$ cat config.mk
export PLATFORM = sky130hd
export DESIGN_NAME = alu_share_arbiter
export DESIGN_NICKNAME = d
export VERILOG_FILES = /design/src/rtl/alu_pkg.sv /design/src/rtl/rr_arbiter_onehot.sv /design/src/rtl/alu_share_arbiter.sv
export SDC_FILE = /design/constraint.sdc
export NUM_CORES = 2
export LEC_CHECK = 0
export CAP_MARGIN = 20
export CORE_ASPECT_RATIO = 0.8
export CORE_MARGIN = 2
export CORE_UTILIZATION = 55
export DETAILED_ROUTE_END_ITERATION = 8
export PLACE_DENSITY = 0.76
export SLEW_MARGIN = 20
export SYNTH_ARGS = -nofsm -noshare
export SYNTH_HDL_FRONTEND = slang
export SYNTH_SLANG_ARGS = --single-unit
$ cat constraint.sdc
create_clock -name CLK -period 10.6 [get_ports CLK]
set_clock_uncertainty 0.05 [all_clocks]
set_input_delay 1.06 -clock CLK [delete_from_list [all_inputs] [get_ports CLK]]
set_output_delay 1.06 -clock CLK [all_outputs]
set_load 0.02 [all_outputs]
$ cat src/rtl/alu_pkg.sv
// Shared definitions for the ALU sharing arbiter: opcodes, FSM states and
// the combinational ALU function used by the single shared ALU.
package alu_pkg;

  localparam logic [2:0] ALU_AND  = 3'b000;
  localparam logic [2:0] ALU_OR   = 3'b001;
  localparam logic [2:0] ALU_ADD  = 3'b010;
  localparam logic [2:0] ALU_RSV3 = 3'b011;
  localparam logic [2:0] ALU_SUB  = 3'b100;
  localparam logic [2:0] ALU_MUL  = 3'b101;
  localparam logic [2:0] ALU_SLT  = 3'b110;

  typedef enum logic [1:0] {
    ST_IDLE = 2'd0,
    ST_EXEC = 2'd1,
    ST_RESP = 2'd2
  } state_e;

  // Reserved codes (011, 111) fall through to zero, so they report Zero=1.
  // SLT is an unsigned compare; add/sub/mul keep the low 32 bits only.
  function automatic logic [31:0] alu_eval(input logic [31:0] a,
                                           input logic [31:0] b,
                                           input logic [2:0]  ctrl);
    logic [31:0] r;
    r = '0;
    case (ctrl)
      ALU_AND: r = a & b;
      ALU_OR:  r = a | b;
      ALU_ADD: r = a + b;
      ALU_SUB: r = a - b;
      ALU_MUL: r = a * b;
      ALU_SLT: r = {31'd0, (a < b)};
      default: r = '0;
    endcase
    return r;
  endfunction

endpackage

$ cat src/rtl/rr_arbiter_onehot.sv
// Round-robin arbiter: one-hot grant to the first requester after ptr,
// wrapping modulo NREQ, plus the encoded index of that grant.
module rr_arbiter_onehot #(
  parameter int NREQ = 2,
  parameter int IDW  = 1
) (
  input  logic [NREQ-1:0] req,
  input  logic [IDW-1:0]  ptr,
  input  logic            en,
  output logic [NREQ-1:0] gnt,
  output logic [IDW-1:0]  gnt_idx,
  output logic            gnt_any
);

  // Circular search starting just after the last winner; first hit wins.
  always_comb begin
    logic [IDW-1:0] k;
    gnt     = '0;
    gnt_idx = '0;
    gnt_any = 1'b0;
    k       = '0;
    if (en) begin
      for (int i = 1; i <= NREQ; i++) begin
        k = IDW'((int'(ptr) + i) % NREQ);
        if (!gnt_any && req[k]) begin
          gnt_any = 1'b1;
          gnt[k]  = 1'b1;
          gnt_idx = k;
        end
      end
    end
  end

endmodule

$ cat src/rtl/alu_share_arbiter.sv
// One 32-bit ALU shared between NREQ requesters with round-robin grant,
// registered operands/results and a multi-cycle slot for multiply.
//
//   state   | meaning
//   --------+-----------------------------------------------------------
//   ST_IDLE | no transaction; arbiter enabled, grant latches operands
//   ST_EXEC | ALU driven from latched operands; counts down MUL cycles
//   ST_RESP | result held on Rsp_*, waiting for Rsp_Ready
module alu_share_arbiter
  import alu_pkg::*;
#(
  parameter int NREQ       = 2,
  parameter int IDW        = 1,
  parameter int MUL_CYCLES = 3
) (
  input  logic               CLK,
  input  logic               RST,
  input  logic [NREQ-1:0]    Req_Valid,
  output logic [NREQ-1:0]    Req_Ready,
  input  logic [NREQ*32-1:0] Req_SrcA,
  input  logic [NREQ*32-1:0] Req_SrcB,
  input  logic [NREQ*3-1:0]  Req_Ctrl,
  output logic               Rsp_Valid,
  input  logic               Rsp_Ready,
  output logic [IDW-1:0]     Rsp_Id,
  output logic [31:0]        Rsp_Result,
  output logic               Rsp_Zero,
  output logic               Busy
);

  localparam int CW = (MUL_CYCLES > 1) ? $clog2(MUL_CYCLES) : 1;

  state_e         state, state_nxt;
  logic [IDW-1:0] rr_ptr;
  logic [IDW-1:0] gnt_idx;
  logic [NREQ-1:0] gnt;
  logic           gnt_any;
  logic           arb_en;
  logic [CW-1:0]  exec_cnt;
  logic [31:0]    op_a, op_b;
  logic [2:0]     op_ctrl;
  logic [IDW-1:0] op_id;
  logic [31:0]    alu_result;
  logic           alu_zero;

  logic [31:0] src_a [NREQ];
  logic [31:0] src_b [NREQ];
  logic [2:0]  ctrl  [NREQ];

  for (genvar gi = 0; gi < NREQ; gi++) begin : g_unpack
    assign src_a[gi] = Req_SrcA[gi*32 +: 32];
    assign src_b[gi] = Req_SrcB[gi*32 +: 32];
    assign ctrl[gi]  = Req_Ctrl[gi*3 +: 3];
  end

  rr_arbiter_onehot #(.NREQ(NREQ), .IDW(IDW)) u_arb (
    .req     (Req_Valid),
    .ptr     (rr_ptr),
    .en      (arb_en),
    .gnt     (gnt),
    .gnt_idx (gnt_idx),
    .gnt_any (gnt_any)
  );

  // The shared ALU only ever sees the latched operands.
  assign alu_result = alu_eval(op_a, op_b, op_ctrl);
  assign alu_zero   = (alu_result == 32'd0);

  // State register.
  always_ff @(posedge CLK) begin
    if (RST) state <= ST_IDLE;
    else     state <= state_nxt;
  end

  // Next-state decode.
  always_comb begin
    state_nxt = state;
    case (state)
      ST_IDLE: if (gnt_any) state_nxt = ST_EXEC;
      ST_EXEC: if (exec_cnt == '0) state_nxt = ST_RESP;
      ST_RESP: if (Rsp_Ready) state_nxt = ST_IDLE;
      default: state_nxt = ST_IDLE;
    endcase
  end

  // State-derived outputs; arbitration is suppressed while reset is asserted.
  always_comb begin
    arb_en    = (state == ST_IDLE) && !RST;
    Req_Ready = gnt;
    Rsp_Valid = (state == ST_RESP);
    Busy      = (state != ST_IDLE);
  end

  // Grant capture: operands, owner id, pointer and exec counter.
  always_ff @(posedge CLK) begin
    if (RST) begin
      rr_ptr   <= IDW'(NREQ - 1);
      op_a     <= '0;
      op_b     <= '0;
      op_ctrl  <= '0;
      op_id    <= '0;
      exec_cnt <= '0;
    end else if (gnt_any) begin
      rr_ptr   <= gnt_idx;
      op_a     <= src_a[gnt_idx];
      op_b     <= src_b[gnt_idx];
      op_ctrl  <= ctrl[gnt_idx];
      op_id    <= gnt_idx;
      exec_cnt <= (ctrl[gnt_idx] == ALU_MUL) ? CW'(MUL_CYCLES - 1) : '0;
    end else if (state == ST_EXEC && exec_cnt != '0) begin
      exec_cnt <= exec_cnt - CW'(1);
    end
  end

  // Response registers load on the last EXEC cycle and hold through RESP.
  always_ff @(posedge CLK) begin
    if (RST) begin
      Rsp_Result <= '0;
      Rsp_Zero   <= 1'b0;
      Rsp_Id     <= '0;
    end else if (state == ST_EXEC && exec_cnt == '0) begin
      Rsp_Result <= alu_result;
      Rsp_Zero   <= alu_zero;
      Rsp_Id     <= op_id;
    end
  end

endmodule

==> results.json <==
{
  "path_buf_inv": 5,
  "core_sq_mm": 0.04455,
  "place.gp.congestion": 1.091,
  "critPathMaxFanout": 12,
  "drt-initial-drc-count": 2745,
  "num_io_pins": 177,
  "vias_per_cell": 6.296,
  "htreeDepth": 3,
  "start_kind": "register",
  "insertion_delay_ns": 0.38,
  "ys_warn_count": 0,
  "hpwl_um": 78580,
  "async_flop_share": 0,
  "worstPathCellList": "clkinv_1 > nor2_1 > fa_1 > inv_1 > fa_1 > fa_1 > fa_1 > inv_1 > fa_1 > inv_1 > fa_1 > inv_1 > fa_1 > fa_1 > ha_1 > a211o_1 > a21oi_1 > o21ai_0 > a211oi_1 > xor2_1 > o21ai_0 > a2111oi_0 > nand4_1 > o41ai_2",
  "syn_area_per_cell_sq_um": 8.104,
  "grt_pass1_wl_um": 149900,
  "nets": 3910,
  "num_vias": 23611,
  "fp.dieH_um": 194.5,
  "row_count": 69,
  "n_fill_cell": 3988,
  "ctsHoldBuffers": 0,
  "drc": 0,
  "worst_pin_slew_ns": 1.175,
  "yosys-top-cells-area": "fa_1 33%, ha_1 11%, dfxtp_1 8.6%",
  "clkSinkCount": 107,
  "synth_cells": 3077,
  "initial_utilization": 0.5598,
  "cts_root_buf": "clkbuf_16",
  "min-delay-path-class": "reg -> reg",
  "die_w_um": 242.1,
  "holdWs_ns": 0.4085,
  "numCtsBuffers": 9,
  "finalCriticalPeriod_ns": 9.092,
  "seq_area_frac_synth": 0.08590,
  "power-per-cell-area_mw_per_mm2": 157.3,
  "synthFlopType": "dfxtp_1",
  "period_share": 0.8578,
  "setup_ws_ns": 1.508,
  "leakage_nw": 12.30,
  "grt_max_degree": 105,
  "vdd_drop_max_mv": 0.1392,
  "synth_edf_count": 0,
  "max_stage_delay_ns": 0.96,
  "slew_viol_final": 0,
  "grt_pass1_vias": 23907,
  "post_drt_wl_per_cell_um": 26.63,
  "critPathTopFamily": "adder cells",
  "drtPass1Iterations": 8,
  "synth.top_cell.area_share": 0.3292,
  "postCtsSetupRepairBufs": 0,
  "cap_violations": 0,
  "cts_resized": 0,
  "endpoint_kind": "register",
  "setup_viol": 0,
  "yosys.area.top_type": "fa_1",
  "final_hold_viol_count": 0,
  "track_usage": 0.4252,
  "syn-num-nets": 3846,
  "relSlewSlack": 0.2159,
  "fin_tns_setup_ns": 0,
  "clockBufferDepth": 2,
  "ys_types": 92,
  "preCtsSetupSlack_ns": 1.714,
  "final_util": 0.6177,
  "path_common_cell": "fa_1",
  "min_from": "op_ctrl[2]$_SDFFE_PP0P_",
  "area_growth_pct": 10.34,
  "yosys_register_bits": 107,
  "io_buffers": 176,
  "grt_setup_unrepaired": "false",
  "wirelength_um": 99880,
  "fmax_mhz": 110.0,
  "cts_tree": "yes",
  "critPathSlowestCell": "dfxtp_1",
  "status": "finished, final reports clean",
  "drive_gt1_frac": 0.03655,
  "grt-ovfl-total": 0,
  "drt.antenna.violating_nets": 0,
  "worstSetupPathType": "reg -> reg",
  "r2r_start": "op_a[16]$_SDFFE_PP0P_",
  "clkTransAtPathRegs_ns": 0.09,
  "antenna_found_initial": 2,
  "required_ns": 10.82,
  "arrival_ns": 9.31,
  "syn_area_sq_mm": 0.02494,
  "startpoint": "op_a[16]$_SDFFE_PP0P_",
  "fp.dieArea_sq_mm": 0.04707
}
where the power goes:
part | switching, W | internal (W) | leakage (nW)
sequential | 0.0000875 | 0.000444 | 0.883
combinational | 0.00211 | 0.00128 | 11.3
clock | 0.000187 | 0.000212 | 0.157
worst register-to-register path, delay by kind of cell, from the launching register on:
kind / cells / cell delay, ns
fa+ha+maj: 9 / 4.15
compound gates: 7 / 2.03
buf+inv: 5 / 0.98
flops: 1 / 0.96
simple gates: 2 / 0.51
xor+xnor: 1 / 0.28
placed cells by master (no fill, tap or decap), types with 8 or more instances in the layout:
cell type	count
fa_1	410
xnor2_1	75
nor3_1	45
o211ai_1	14
ha_1	220
o22ai_1	12
or2_2	13
buf_4	52
mux2i_1	86
o21ai_1	12
nor4_1	17
and3_1	11
o21a_1	19
nor2_1	431
xor2_1	20
inv_2	8
a21o_1	15
a31oi_1	18
clkinv_1	12
or3_1	10
o2111ai_1	10
inv_1	490
o21ai_0	114
nor2b_1	19
nand4_1	8
dfxtp_1	106
nand2_1	310
a211oi_1	24
nand3_1	79
a221oi_1	9
a311oi_1	20
clkdlybuf4s50_1	175
a21oi_1	102
clkbuf_16	9
o221ai_1	9
o21bai_1	9
metrics by stage:
| step | cell area [sq um] | cells | total power (W) |
|---|---|---|---|
| 4_1_cts | 27510 | 3749 | 0.004217 |
| 3_5_place_dp | 27180 | 3733 | 0.003804 |
| 2_1_floorplan | 24940 | 3077 | 0.002704 |
| 3_3_place_gp | 27180 | 3733 | 0.003754 |
| 5_1_grt | 27510 | 3749 | 0.004577 |
| 6_report | 27520 | 3750 | 0.004328 |
layer usage:
metal | vias to the layer above | global-route usage | routed length, um
li1 | 10026 | - | -
met5 | - | 0 | 0
met2 | 1689 | 0.6473 | 42890
met1 | 11510 | 0.5527 | 37640
met4 | 0 | 0.2257 | 6539
met3 | 386 | 0.1183 | 12800
final timing paths:
kind	to	slack, ns	depth (start not counted)
worst min register to register	op_ctrl[2]$_SDFFE_PP0P_	0.41	1
worst min-delay path	op_ctrl[2]$_SDFFE_PP0P_	0.41	1
worst max-delay path	Rsp_Zero$_SDFFE_PP0P_	1.51	24
worst max register to register	Rsp_Zero$_SDFFE_PP0P_	1.51	24
Yosys cell counts (all sizes together), types with 19 or more instances:
master,number
a211oi,26
a21oi,102
a311oi,20
buf,41
clkbuf,134
dfxtp,107
fa,410
ha,220
inv,498
mux2i,86
nand2,310
nand3,79
nor2,433
nor2b,19
nor3,47
o21a,19
o21ai,127
xnor2,75
xor2,20
sequential cells by signal, summed over array words and instances (netlist names), 2 cells and up:
register / cells
op_b: 32
exec_cnt: 2
state: 2
op_ctrl: 3
Rsp_Result: 32
op_a: 32
cell type report:
cell class	count	area, sq um	area share
Clock inverter	7	111.4	0.004047
Multi-Input combinational cell	2285	20220	0.7348
Clock buffer	9	225.2	0.008185
Antenna cell	1	2.502	0.00009095
Sequential cell	107	2143	0.07790
Tap cell	603	754.5	0.02742
Timing Repair Buffer	228	2147	0.07803
Inverter	510	1914	0.06957
logic make-up after synthesis:
group | synth area share
mux | 0.03542
compound gates | 0.1328
buf+inv | 0.1041
xor+xnor | 0.03337
simple gates | 0.1689
flops | 0.08590
fa+ha+maj | 0.4395
No activity file was read; power rests on OpenSTA's default activity.
